===== config.mk =====
export PLATFORM = sky130hd
export DESIGN_NAME = mul_div_unit_flat
export DESIGN_NICKNAME = d
export VERILOG_FILES = /design/src/rtl/mul_div_if.sv /design/src/rtl/mul_div_unit.sv /design/src/flat_wrapper.sv
export SDC_FILE = /design/constraint.sdc
export NUM_CORES = 1
export LEC_CHECK = 0
export CORE_MARGIN = 3
export CORE_UTILIZATION = 57
export CTS_CLUSTER_SIZE = 24
export DETAILED_ROUTE_END_ITERATION = 10
export GPL_TIMING_DRIVEN = 0
export PLACE_DENSITY = 0.89
export RECOVER_POWER = 100
export SYNTH_ARGS = -nofsm -noshare
export SYNTH_HDL_FRONTEND = slang
export SYNTH_SLANG_ARGS = --single-unit

===== constraint.sdc =====
create_clock -name clk -period 3.73 [get_ports clk]
set_input_delay 0.5595 -clock clk [delete_from_list [all_inputs] [get_ports clk]]
set_output_delay 0.5595 -clock clk [all_outputs]
set_load 0.01 [all_outputs]

===== src/rtl/mul_div_if.sv =====
// +----------------------------------------------------------------------------+
// | Module      : mul_div_if                                                   |
// | Description : Request/response bundle between the register-file read path |
// |               and the iterative multiply/divide unit.                      |
// | Revision    : 1.0 - initial release                                        |
// +----------------------------------------------------------------------------+
// Signals
//   start          request; honoured only when the unit is idle or done
//   op             00 MULL, 01 MULH, 10 DIV, 11 REM (all unsigned)
//   operand_a      multiplicand / dividend (ReadData1)
//   operand_b      multiplier / divisor (ReadData2)
//   dest_in        destination register rd
//   busy           high while an operation is iterating
//   done           one-cycle pulse, result valid in that cycle
//   result         product / quotient / remainder, held until next accept
//   result_rd      rd captured with the accepted request
//   result_reg_wre done and result_rd is not register 0
//   div_by_zero    high with done for a DIV/REM whose divisor was zero
// Modports
//   master : the requester (CPU side)
//   slave  : the multiply/divide unit
`default_nettype none

interface mul_div_if #(
  parameter int WIDTH      = 16,
  parameter int REG_ADDR_W = 4
);
  logic                  start;
  logic [1:0]            op;
  logic [WIDTH-1:0]      operand_a;
  logic [WIDTH-1:0]      operand_b;
  logic [REG_ADDR_W-1:0] dest_in;
  logic                  busy;
  logic                  done;
  logic [WIDTH-1:0]      result;
  logic [REG_ADDR_W-1:0] result_rd;
  logic                  result_reg_wre;
  logic                  div_by_zero;

  modport master (
    output start, op, operand_a, operand_b, dest_in,
    input  busy, done, result, result_rd, result_reg_wre, div_by_zero
  );

  modport slave (
    input  start, op, operand_a, operand_b, dest_in,
    output busy, done, result, result_rd, result_reg_wre, div_by_zero
  );
endinterface

`default_nettype wire


===== src/rtl/mul_div_unit.sv =====
// +----------------------------------------------------------------------------+
// | Module      : mul_div_unit                                                 |
// | Description : Iterative unsigned multiply/divide unit. Shift-add multiply  |
// |               and restoring divide, one bit per clock, WIDTH iterations.   |
// |               Optional feature macro: MULDIV_EARLY_ZERO_EN (zero operand   |
// |               short-circuit; results identical, latency data-dependent).   |
// | Revision    : 1.0 - initial release                                        |
// +----------------------------------------------------------------------------+
// Ports
//   clk    in   clock, all state changes on the rising edge
//   rst_n  in   synchronous active-low reset
//   bus    slave modport of mul_div_if (request operands, result, status)
`default_nettype none

module mul_div_unit #(
  parameter int WIDTH      = 16,
  parameter int REG_ADDR_W = 4
) (
  input  wire logic   clk,
  input  wire logic   rst_n,
  mul_div_if.slave    bus
);

  localparam int c_cnt_w = $clog2(WIDTH + 1);

  localparam logic [1:0] c_idle = 2'd0;
  localparam logic [1:0] c_run  = 2'd1;
  localparam logic [1:0] c_done = 2'd2;

  logic [1:0]            r_state;
  logic [c_cnt_w-1:0]    r_cnt;
  logic [1:0]            r_op;
  // Operand that stays fixed during iteration: multiplicand for MUL,
  // divisor for DIV/REM.
  logic [WIDTH-1:0]      r_opnd;
  // r_hi/r_lo are shared: product high/low halves for MUL (r_lo starts as
  // the multiplier and is shifted out as product bits shift in), partial
  // remainder / dividend-becoming-quotient for DIV.
  logic [WIDTH-1:0]      r_hi;
  logic [WIDTH-1:0]      r_lo;
  logic [REG_ADDR_W-1:0] r_rd;
  logic                  r_dbz;
  logic [WIDTH-1:0]      r_result;
  logic [REG_ADDR_W-1:0] r_result_rd;

  logic                  w_accept;
  logic                  w_last;
  logic                  w_skip;
  logic [WIDTH:0]        w_add;
  logic [WIDTH:0]        w_shift;
  logic [WIDTH:0]        w_diff;
  logic                  w_ge;
  logic [WIDTH-1:0]      w_hi_next;
  logic [WIDTH-1:0]      w_lo_next;
  logic [WIDTH-1:0]      w_step_result;
  logic [WIDTH-1:0]      w_early_result;
  logic                  w_done;

  assign w_accept = bus.start && ((r_state == c_idle) || (r_state == c_done));
  assign w_last   = (r_cnt == c_cnt_w'(WIDTH - 1));

`ifdef MULDIV_EARLY_ZERO_EN
  // Set when the accepted operation has a trivially known result; the unit
  // then spends a single cycle in RUN and finishes.
  logic r_early;
  assign w_skip = r_early;
`else
  assign w_skip = 1'b0;
`endif

  // Multiply step: add multiplicand when the current multiplier bit is set,
  // then shift the {carry, hi, lo} accumulator right by one.
  assign w_add = {1'b0, r_hi} + {1'b0, (r_lo[0] ? r_opnd : {WIDTH{1'b0}})};

  // Divide step: shift the next dividend bit into the partial remainder and
  // trial-subtract the divisor. The partial remainder is always below twice
  // the divisor, so the top bit of the difference is a clean borrow flag.
  assign w_shift = {r_hi, r_lo[WIDTH-1]};
  assign w_diff  = w_shift - {1'b0, r_opnd};
  assign w_ge    = ~w_diff[WIDTH];

  always_comb begin
    w_hi_next = r_hi;
    w_lo_next = r_lo;
    if (r_op[1]) begin
      w_hi_next = w_ge ? w_diff[WIDTH-1:0] : w_shift[WIDTH-1:0];
      w_lo_next = {r_lo[WIDTH-2:0], w_ge};
    end else begin
      w_hi_next = w_add[WIDTH:1];
      w_lo_next = {w_add[0], r_lo[WIDTH-1:1]};
    end
  end

  // MULH and REM live in the high half, MULL and DIV in the low half.
  assign w_step_result = r_op[0] ? w_hi_next : w_lo_next;

  // Zero short-circuit values: any MUL with a zero operand is 0; divide by
  // zero gives all-ones quotient and the dividend (held in r_lo) as remainder.
  assign w_early_result = r_op[1] ? (r_op[0] ? r_lo : {WIDTH{1'b1}})
                                  : {WIDTH{1'b0}};

  always_ff @(posedge clk) begin
    if (!rst_n) begin
      r_state     <= c_idle;
      r_cnt       <= '0;
      r_op        <= 2'b00;
      r_opnd      <= '0;
      r_hi        <= '0;
      r_lo        <= '0;
      r_rd        <= '0;
      r_dbz       <= 1'b0;
      r_result    <= '0;
      r_result_rd <= '0;
`ifdef MULDIV_EARLY_ZERO_EN
      r_early     <= 1'b0;
`endif
    end else begin
      case (r_state)
        c_idle, c_done: begin
          if (w_accept) begin
            r_state <= c_run;
            r_cnt   <= '0;
            r_op    <= bus.op;
            r_rd    <= bus.dest_in;
            r_hi    <= '0;
            r_dbz   <= bus.op[1] && (bus.operand_b == '0);
            if (bus.op[1]) begin
              r_opnd <= bus.operand_b;
              r_lo   <= bus.operand_a;
            end else begin
              r_opnd <= bus.operand_a;
              r_lo   <= bus.operand_b;
            end
`ifdef MULDIV_EARLY_ZERO_EN
            r_early <= (bus.operand_b == '0) ||
                       (!bus.op[1] && (bus.operand_a == '0));
`endif
          end else begin
            r_state <= c_idle;
          end
        end
        c_run: begin
          if (w_skip) begin
            r_state     <= c_done;
            r_result    <= w_early_result;
            r_result_rd <= r_rd;
          end else begin
            r_hi  <= w_hi_next;
            r_lo  <= w_lo_next;
            r_cnt <= r_cnt + c_cnt_w'(1);
            if (w_last) begin
              r_state     <= c_done;
              r_result    <= w_step_result;
              r_result_rd <= r_rd;
            end
          end
        end
        default: r_state <= c_idle;
      endcase
    end
  end

  assign w_done             = (r_state == c_done);
  assign bus.busy           = (r_state == c_run);
  assign bus.done           = w_done;
  assign bus.result         = r_result;
  assign bus.result_rd      = r_result_rd;
  assign bus.result_reg_wre = w_done && (r_result_rd != '0);
  assign bus.div_by_zero    = w_done && r_dbz;

endmodule

`default_nettype wire


===== src/flat_wrapper.sv =====
// flat-port wrapper written by rule: the top's interface ports become plain ports
module mul_div_unit_flat 
#(
  parameter int WIDTH      = 16,
  parameter int REG_ADDR_W = 4
)
  (clk, rst_n, bus_start, bus_op, bus_operand_a, bus_operand_b, bus_dest_in, bus_busy, bus_done, bus_result, bus_result_rd, bus_result_reg_wre, bus_div_by_zero);
  mul_div_if #(.WIDTH(WIDTH), .REG_ADDR_W(REG_ADDR_W)) bus_i ();
  input  wire logic clk;
  input  wire logic rst_n;
  input wire logic [$bits(bus_i.start)-1:0] bus_start;
  input wire logic [$bits(bus_i.op)-1:0] bus_op;
  input wire logic [$bits(bus_i.operand_a)-1:0] bus_operand_a;
  input wire logic [$bits(bus_i.operand_b)-1:0] bus_operand_b;
  input wire logic [$bits(bus_i.dest_in)-1:0] bus_dest_in;
  output wire logic [$bits(bus_i.busy)-1:0] bus_busy;
  output wire logic [$bits(bus_i.done)-1:0] bus_done;
  output wire logic [$bits(bus_i.result)-1:0] bus_result;
  output wire logic [$bits(bus_i.result_rd)-1:0] bus_result_rd;
  output wire logic [$bits(bus_i.result_reg_wre)-1:0] bus_result_reg_wre;
  output wire logic [$bits(bus_i.div_by_zero)-1:0] bus_div_by_zero;
  assign bus_i.start = bus_start;
  assign bus_i.op = bus_op;
  assign bus_i.operand_a = bus_operand_a;
  assign bus_i.operand_b = bus_operand_b;
  assign bus_i.dest_in = bus_dest_in;
  assign bus_busy = bus_i.busy;
  assign bus_done = bus_i.done;
  assign bus_result = bus_i.result;
  assign bus_result_rd = bus_i.result_rd;
  assign bus_result_reg_wre = bus_i.result_reg_wre;
  assign bus_div_by_zero = bus_i.div_by_zero;
  mul_div_unit #(.WIDTH(WIDTH), .REG_ADDR_W(REG_ADDR_W)) u_core (.clk(clk), .rst_n(rst_n), .bus(bus_i));
endmodule

* Word level (Yosys, flattened, before mapping)
Cells that the tools add are included.
** Storage, ports and cells
- Register bits after elaboration :: 82
- Bits in latches :: 0
- Memory bits (writable) :: 0
- Memory bits (read-only) :: 0
- Input bits :: 41
- Output and inout port bits :: 24
- Word-level logic and storage cells :: 48
- Memories kept :: 0
** Operators by class
- $add $sub $neg :: 3
- $mul :: 0
- Divide/modulo/power cells :: 0
- $lt $le $gt $ge :: 0
- Eq/ne operators :: 5
- Shifts and indexed selects :: 0
- Mux-type cells :: 16
- Bitwise gates (word level) :: 1
- Reduce and logical (&&, ||, !) cells :: 13
** Operators by type and width (number)
- $mux 16 :: 9
- $pmux 16 s2 :: 2
- $add 16x16->17 :: 1
- $sub 17x16->17 :: 1
- $logic_not 16->1 :: 1
- $pmux 5 s2 :: 1
- $reduce_and 2->1 :: 3
- $add 5x1->5 const B :: 1
- $eq 5x4->1 const B :: 1
- $mux 5 :: 1
- $logic_and 1x1->1 :: 4
- $ne 2x1->1 const B :: 2
- $pmux 2 s2 :: 1
- $reduce_bool 4->1 :: 1
- $eq 2x1->1 const B :: 1
- $eq 2x2->1 const B :: 1
- $logic_not 2->1 :: 1
- $mux 2 :: 1
- $reduce_bool 2->1 :: 1
- $reduce_or 2->1 :: 1
- $logic_or 1x1->1 :: 1
- $mux 1 :: 1
- $not 1->1 :: 1

* Longest topological paths before layout
Gate-level depths: netlist of run 1.
- Depth after elaboration :: 5
- Depth in mapped cells :: 13
- Depth with buffers taken out :: 12

* Worst setup path after synthesis of run 1
OpenSTA, ideal clock, no wires.
- Kind :: register to register
- Start point :: register u_core.r_lo[0]
- End point :: register u_core.r_hi[13]
- Setup time :: 0.058 ns
- Arrival time :: 2.845 ns
- Data required time :: 3.672 ns
- Path slack :: 0.827 ns
- Stages on the path, launching flop included :: 13
- Clock period less this slack :: 2.903 ns
- Cell sequence :: dfxtp_1 clkbuf_1 and2_1 ha_1 fa_1 a211oi_1 nor2_1 o21ai_0 a21oi_1 a21boi_0 mux2_2 a311oi_1 a31o_2
** Between the ends
- Longest elaborated chain between the ends :: 4
** RTL lines
- from (decl) :: RTL line mul_div_unit.sv:40 : logic [WIDTH-1:0] r_lo;
- from (signal assigned) :: RTL line mul_div_unit.sv:129 : r_lo <= bus.operand_a;
- from (signal assigned) :: RTL line mul_div_unit.sv:132 : r_lo <= bus.operand_b;
- from (signal assigned) :: RTL line mul_div_unit.sv:149 : r_lo <= w_lo_next;
- $mux 16 :: RTL line mul_div_unit.sv:73 : assign w_add = {1'b0, r_hi} + {1'b0, (r_lo[0] ? r_opnd : {WIDTH{1'b0}})};
- $add 16x16->17 :: RTL line mul_div_unit.sv:73
- $mux 16 :: RTL line mul_div_unit.sv:85 : if (r_op[1]) begin
- $pmux 16 s2 :: RTL line mul_div_unit.sv:118 : case (r_state)
- to (signal assigned) :: RTL line mul_div_unit.sv:148 : r_hi <= w_hi_next;
- to (decl) :: RTL line mul_div_unit.sv:39 : logic [WIDTH-1:0] r_hi;
Every way passes these cells.
A chain may end at the register's enable or synchronous reset.

* Worst setup path in the final report of run 1
- Start point :: register u_core.r_lo[0]
- End point :: register u_core.r_result[11] (netlist: u_core.bus.result[11])
** Between the ends
- Longest elaborated chain between the ends :: 4
** RTL lines
- $mux 16 :: RTL line mul_div_unit.sv:73
- $add 16x16->17 :: RTL line mul_div_unit.sv:73
- $mux 16 :: RTL line mul_div_unit.sv:85
- $mux 16 :: RTL line mul_div_unit.sv:95 : assign w_step_result = r_op[0] ? w_hi_next : w_lo_next;
- to (signal assigned) :: RTL line mul_div_unit.sv:145 : r_result <= w_early_result;
- to (signal assigned) :: RTL line mul_div_unit.sv:153 : r_result <= w_step_result;
- to (decl) :: RTL line mul_div_unit.sv:43 : logic [WIDTH-1:0] r_result;
Every way passes these cells.

==> key figures, run 1 <==
Logic synthesis
  • Synth Register Bits: 82
  • Number of nets in the synthesized netlist: around 800
  • Number of flops mapped to enable cells by yosys: 0
  • Synthesis Warnings: 0
  • Async set or reset register ratio after synthesis: 0%
  • Main synth FF type: dfxtp_1
  • Seq/Total Area, Yosys: 28.85%
  • Area share of the largest cell type after synthesis: 28.85%
  • Post-synthesis cell area: about 5700 um^2
  • Library cell with the highest instance count after synthesis: dfxtp_1
  • Cell type contributing the most total cell area after synthesis: dfxtp_1
  • Count of distinct cell types in the synthesized netlist: 61
  • Largest cells by area after synthesis: dfxtp_1 29%, ha_1 7.5%, mux2i_1 6.9%
  • Commonest cells in the netlist: 82 x dfxtp_1, 79 x nor2_1, 76 x a21oi_1
  • Mean instance size in the synthesized netlist: 7.806 um^2
  • Synthesized netlist cell count: between 700 and 800

Timing
  • Setup repair after global routing missed its margin: false
  • # setup viols final: 0
  • Hold violation total from the final report: 0
  • Shortest period the worst path allows: 3601 ps
  • Maximum operating frequency: roughly 0.28 GHz
  • Tightest Pin Transition: 774.1 ps
  • Maximum clock skew at final layout: 11.70 ps
  • Max-slew violation count: 0
  • Slew HR: 48.40%
  • Final setup TNS: 0 ps
  • Share of the clock period used by the worst path after layout: a little over nine tenths

Pwr
  • Worst-case vdd ir drop: 240.6 uV
  • Power per cell area: approximately 360 nW/um^2
  • Leakage power total: roughly 2.7 nW

Die
  • Total number of placement rows: 35
  • Core footprint: 9459 um^2
  • Area of the die: 11220 um^2
  • Horizontal die dimension: ~110 um
  • Boundary pin count: 65
  • Starting Density: 60.16%
  • Vertical die dimension: 105.9 um

Clock tree
  • Number of sinks on the clock net: 82
  • TritonCTS clock tree: yes
  • Clk buf depth: 2
  • Reg clk slew, reported paths: around 90 ps
  • CTS Buf Count: 9
  • Clock latency at the later pin of the worst-skew pair: 370 ps
  • Master cell of the clock root buffer: clkbuf_8
  • Maximum level of the CTS H-tree: 3
  • Number of buffers inserted by post-CTS setup repair: 0

Setup path
  • Arr. time, crit path: 3850 ps
  • Critical path required time: roughly 4000 ps
  • Peak fanout along the critical path: 10
  • Startpoint class of the critical path: flip-flop
  • Endpoint kind of the worst setup timing path: flip-flop
  • Critical-path cell list: clkbuf_2, and2_1, ha_1, fa_1, a211oi_1, nor2_1, o21ai_0, a21oi_1, xnor2_1, nor2_1, a311oi_1, o21ai_0
  • Crit-path leading delay family: compound AO/OA/AOI/OAI gates
  • Bufs and invs on worst path: 1
  • Classification of the worst setup path: flip-flop to flip-flop
  • Standard cell with the maximum stage delay on the critical path: dfxtp_1
  • CP max stage delay: 460 ps

Global route
  • Overflow after GRT: 0
  • Vias in the first global route: 5811
  • Combined global-route utilization of all metal layers: between 30% and 40%
  • Maximum number of pins on one net before global-route repair: 17
  • Number of antenna violations at the first check in global routing: 0
  • Wire length of the first global-routing pass: 30040 um

Route
  • Routed Wire Length: 19270 um
  • Vias per cell: roughly 6.7
  • Routed vias: 6243
  • Average detailed-routed wire length per instance: 20.54 um
  • Count of routing violations after the opening detailed-route iteration: 771
  • Initial DRT Pass Iterations: 6
  • Count of unresolved DRC violations after routing: 0
  • Antenna Violating Nets Remaining: 0

Min path
  • Kind of path behind the tightest hold check: flip-flop to flip-flop

Final layout
  • Area growth syn-to-layout: 18.71%
  • Final net count: between 800 and 900
  • Final design instance area without fill: roughly 6800 um^2
  • Antenna diode count: 0
  • Fraction of layout instances using a drive strength above 1: 4.450%

Run
  • Max capacitance violation total: 0

Placed design
  • Cell area after placement: 6492 um^2
  • Routability congestion estimate: 0.9832
  • DP Wirelength: roughly 15000 um
  • Input/output buffers: 64

Outcome
  • Run status: finished clean
## worst register-to-register path, cell delays in order, from the launching register on
cell and delay, ps:
dfxtp_1 460, clkbuf_2 290, and2_1 200, ha_1 230
fa_1 460, a211oi_1 230, nor2_1 140, o21ai_0 330
a21oi_1 200, xnor2_1 270, nor2_1 70, a311oi_1 420
o21ai_0 160
## area by class of cell
cell class,count,area (um^2)
Timing Repair Buffer,64,640.6
Tap cell,129,161.4
Buffer,47,191.4
Multi-Input combinational cell,576,3776
Clock inverter,7,130.1
Clock buffer,9,123.9
Fill cell,773,2704
Sequential cell,82,1642
Inverter,24,90.09
## state kept, by name, indices dropped and copies added (netlist names)
signal / count
u_core.bus.result: 16
u_core.bus.result_rd: 4
u_core.r_cnt: 5
u_core.r_dbz: 1
u_core.r_hi: 16
u_core.r_lo: 16
u_core.r_op: 2
u_core.r_opnd: 16
u_core.r_rd: 4
u_core.r_state: 2
## cells by family after synthesis
group	synth area share, %
AO/OA/AOI/OAI	27.88
XOR/XNOR	3.210
adder cells (fa/ha/maj)	8.179
buffers and inverters	4.925
flip-flops	28.85
multiplexers	7.454
AND/OR/NAND/NOR	19.50
## worst paths after layout
| check | start | slack (ps) | cells past startpoint | endpoint |
|---|---|---|---|---|
| worst min-delay path | u_core.r_rd[2] | 470 | 2 | u_core.r_rd[2] |
| worst max register to register | u_core.r_lo[0] | 130 | 12 | u_core.bus.result[11] |
| worst max-delay path | u_core.r_lo[0] | 130 | 12 | u_core.bus.result[11] |
| worst min register to register | u_core.r_rd[2] | 470 | 2 | u_core.r_rd[2] |
## through the flow
stage               instances  total power, mW  util, %  hold WS (ps)  setup slack, ps
floorplan                 729            1.386        -         432.1            827.0
global placement          922            1.580    68.64         440.5            115.5
detailed placement        922            1.597    68.64         450.5            95.86
CTS                       938            2.408    71.32         456.2            81.58
global route              938            2.516    71.42         479.9            2.987
finish                    938            2.443    71.42         466.6            128.5
## placed cells by master (no fill, tap or decap), types with 11 or more instances in the layout
cell type / n
o21ai_0: 46
and2_1: 20
a31oi_1: 15
dlygate4sd3_1: 26
nand2_1: 56
a22oi_1: 19
a21oi_1: 76
inv_1: 24
clkbuf_1: 39
mux2i_1: 39
clkdlybuf4s50_1: 38
ha_1: 34
nor2_1: 79
xnor2_1: 12
dfxtp_1: 82
nand3_1: 11
nor3_1: 17
a211oi_1: 25
## repair_timing
item,4_1_cts,5_1_grt
endpoints found under the setup margin,0,12
gates resized for setup,0,4
hold buffers,0,0
## report_power, final
group / internal, mW / switching (mW)
clock network: 0.459 / 0.378
logic: 0.248 / 0.389
registers: 0.916 / 0.0514
## per-layer routing
metal / global-route usage [%] / wire [um]
met5: 0 / 0
met4: 10.92 / 628
met2: 55.10 / 8780
met3: 6.436 / 2303
met1: 44.80 / 7558
Power figures use the tool's default switching activity.
==> run 2, diff against run 1 <==
--- a/config.mk
+++ b/config.mk
@@ -10,7 +10,7 @@
 export CTS_CLUSTER_SIZE = 24
 export DETAILED_ROUTE_END_ITERATION = 10
 export GPL_TIMING_DRIVEN = 0
-export PLACE_DENSITY = 0.89
+export PLACE_DENSITY = 0.81
 export RECOVER_POWER = 100
 export SYNTH_ARGS = -nofsm -noshare
 export SYNTH_HDL_FRONTEND = slang
==> key figures, run 2 (synthesis gave the netlist of run 1 again) <==
Outcome
  • Run status: finished clean (unchanged)

Global route
  • Combined global-route utilization of all metal layers: 35.07% (was 33.66%)
  • GR Util met2: 56.60% (was 55.10%)
  • Most heavily used metal layer in global routing: met2 (unchanged)
  • Overflow after GRT: 0 (unchanged)
  • Met1 track utilization from global routing: 46.66% (was 44.80%)
  • Wire length of the first global-routing pass: 31100 um (was 30040 um)
  • Number of antenna violations at the first check in global routing: 0 (unchanged)
  • Maximum number of pins on one net before global-route repair: 16 (was 17)
  • GRT met3 Usage: 8.015% (was 6.436%)
  • Vias in the first global route: 5840 (was 5811)

Setup path
  • Critical path required time: 4030 ps (was 3980 ps)
  • Endpoint kind of the worst setup timing path: flip-flop (unchanged)
  • Register-to-register setup slack: 120 ps (was 130 ps)
  • Endpoint of the lowest-slack register-to-register path: u_core.bus.result[5] (was u_core.bus.result[11])
  • Startpoint class of the critical path: flip-flop (unchanged)
  • Number of cells on the worst reg-to-reg path: 13 (was 12)
  • Beginning of the critical path: u_core.r_lo[15] (was u_core.r_lo[0])
  • Classification of the worst setup path: flip-flop to flip-flop (unchanged)
  • Origin of the critical flop-to-flop path: u_core.r_lo[15] (was u_core.r_lo[0])
  • Peak fanout along the critical path: 10 (unchanged)
  • Arr. time, crit path: 3910 ps (was 3850 ps)
  • End of the critical path: u_core.bus.result[5] (was u_core.bus.result[11])

Clock tree
  • Number of gates resized after CTS: 0 (unchanged)
  • Clk buf depth: 2 (unchanged)
  • Master cell of the clock root buffer: clkbuf_8 (unchanged)
  • Clock latency at the later pin of the worst-skew pair: 370 ps (about the same)
  • TritonCTS clock tree: yes (unchanged)
  • CTS Buf Count: 9 (unchanged)
  • Reg clk slew, reported paths: 90 ps (about the same)
  • Cts hold-fix bufs: 0 (unchanged)
  • Maximum level of the CTS H-tree: 3 (unchanged)
  • Number of sinks on the clock net: 82 (unchanged)
  • Number of buffers inserted by post-CTS setup repair: 0 (unchanged)

Route
  • Average detailed-routed wire length per instance: 21.19 um (was 20.54 um)
  • Routed vias: 6213 (was 6243)
  • Initial DRT Pass Iterations: 5 (was 6)
  • Vias per cell: 6.624 (was 6.656)
  • Count of routing violations after the opening detailed-route iteration: 878 (was 771)
  • Antenna Violating Nets Remaining: 0 (unchanged)
  • Count of unresolved DRC violations after routing: 0 (unchanged)
  • Routed Wire Length: 19870 um (was 19270 um)

Die
  • Area of the die: 11220 um^2 (unchanged)
  • Vertical die dimension: 105.9 um (unchanged)
  • Core footprint: 9459 um^2 (unchanged)
  • Starting Density: 60.16% (unchanged)
  • Horizontal die dimension: 105.9 um (unchanged)
  • Total number of placement rows: 35 (unchanged)
  • Boundary pin count: 65 (unchanged)

Pwr
  • Worst-case vdd ir drop: 267.9 uV (was 240.6 uV)
  • Leakage power total: 2.679 nW (was 2.711 nW)
  • Final Power: 2.306 mW (was 2.443 mW)
  • Power per cell area: 342.8 nW/um^2 (was 361.6 nW/um^2)

Placed design
  • Input/output buffers: 64 (unchanged)
  • Cell area after placement: 6492 um^2 (unchanged)
  • DP Wirelength: 15200 um (was 14860 um)
  • Routability congestion estimate: 0.9610 (was 0.9832)

Timing
  • # setup viols final: 0 (unchanged)
  • Shortest period the worst path allows: 3613 ps (was 3601 ps)
  • Setup repair after global routing missed its margin: false (unchanged)
  • Tightest Pin Transition: 744.9 ps (was 774.1 ps)
  • Maximum operating frequency: 0.2768 GHz (was 0.2777 GHz)
  • Hold violation total from the final report: 0 (unchanged)
  • Maximum clock skew at final layout: 12.96 ps (was 11.70 ps)
  • Final setup TNS: 0 ps (unchanged)
  • Slew HR: 50.34% (was 48.40%)
  • Share of the clock period used by the worst path after layout: 96.86% (was 96.55%)
  • Max-slew violation count: 0 (unchanged)

Min path
  • Kind of path behind the tightest hold check: flip-flop to flip-flop (unchanged)

Final layout
  • Fraction of layout instances using a drive strength above 1: 4.574% (was 4.450%)
  • Final design instance area without fill: 6725 um^2 (was 6755 um^2)
  • Most common cell after layout, fill and taps aside: dfxtp_1 (unchanged)
  • Area growth syn-to-layout: 18.18% (was 18.71%)
  • Final net count: 881 (unchanged)
  • Antenna diode count: 0 (unchanged)
  • Highest-count cells in the layout ignoring fill and taps: 82 x dfxtp_1, 79 x nor2_1, 76 x a21oi_1 (unchanged)
  • Total of fill cells in the finished design: 811 (was 773)

Run
  • Max capacitance violation total: 0 (unchanged)
==> run 2: per-stage QoR <==
stage                     utilization, %  hold WS [ps]  worst slack, ps  cells
after CTS                          70.86         458.8            94.53    938
after global routing               71.10         490.2            38.85    938
after floorplan                        -         432.1            827.0    729
after detailed placement           68.64         444.9            124.1    922
after global placement             68.64         437.1            136.3    922
final                              71.10         461.8            117.3    938
==> run 2: cell type report <==
cell class / instances / area [um^2] / share of cell area, %
timing repair buffer: 64 / 640.6 / 9.526
sequential: 82 / 1642 / 24.41
multi-input combinational: 576 / 3791 / 56.37
clock buffer: 10 / 137.6 / 2.047
inverter: 24 / 90.09 / 1.340
clock inverter: 6 / 72.57 / 1.079
buffer: 47 / 190.2 / 2.828
tap: 129 / 161.4 / 2.400
==> run 2: metal layers <==
layer,share of wire (%),wire length [um]
met5,0,0
met3,12,2319
met2,45,8892
met4,2.4,480
met1,41,8181
==> run 2: how the worst min path moves through the flow <==
stage	start	end	slack, ps	depth (start not counted)
after floorplan	u_core.r_rd[0]	u_core.bus.result_rd[0]	430	2
after global placement	u_core.r_rd[0]	u_core.bus.result_rd[0]	440	2
after detailed placement	u_core.r_rd[3]	u_core.bus.result_rd[3]	440	2
after CTS	u_core.r_rd[3]	u_core.bus.result_rd[3]	460	2
after global routing	u_core.r_rd[3]	u_core.bus.result_rd[3]	490	2
final	u_core.r_rd[3]	u_core.r_rd[3]	460	2
==> run 2: worst max-delay path, stage by stage (launching register included) <==
cell	delay, ps
dfxtp_1	350
inv_1	140
ha_1	240
inv_1	80
fa_1	480
a211oi_1	260
o21a_2	260
a211oi_2	150
o221ai_4	330
xor2_4	270
buf_4	270
mux2i_1	350
a31oi_1	180
a21oi_1	190
==> run 2: power breakdown <==
group          switching [mW]  leakage [nW]  internal (mW)
Combinational           0.391          1.91          0.249
Sequential             0.0549         0.669          0.916
Clock                   0.359         0.103          0.335
Total                   0.805          2.68           1.50
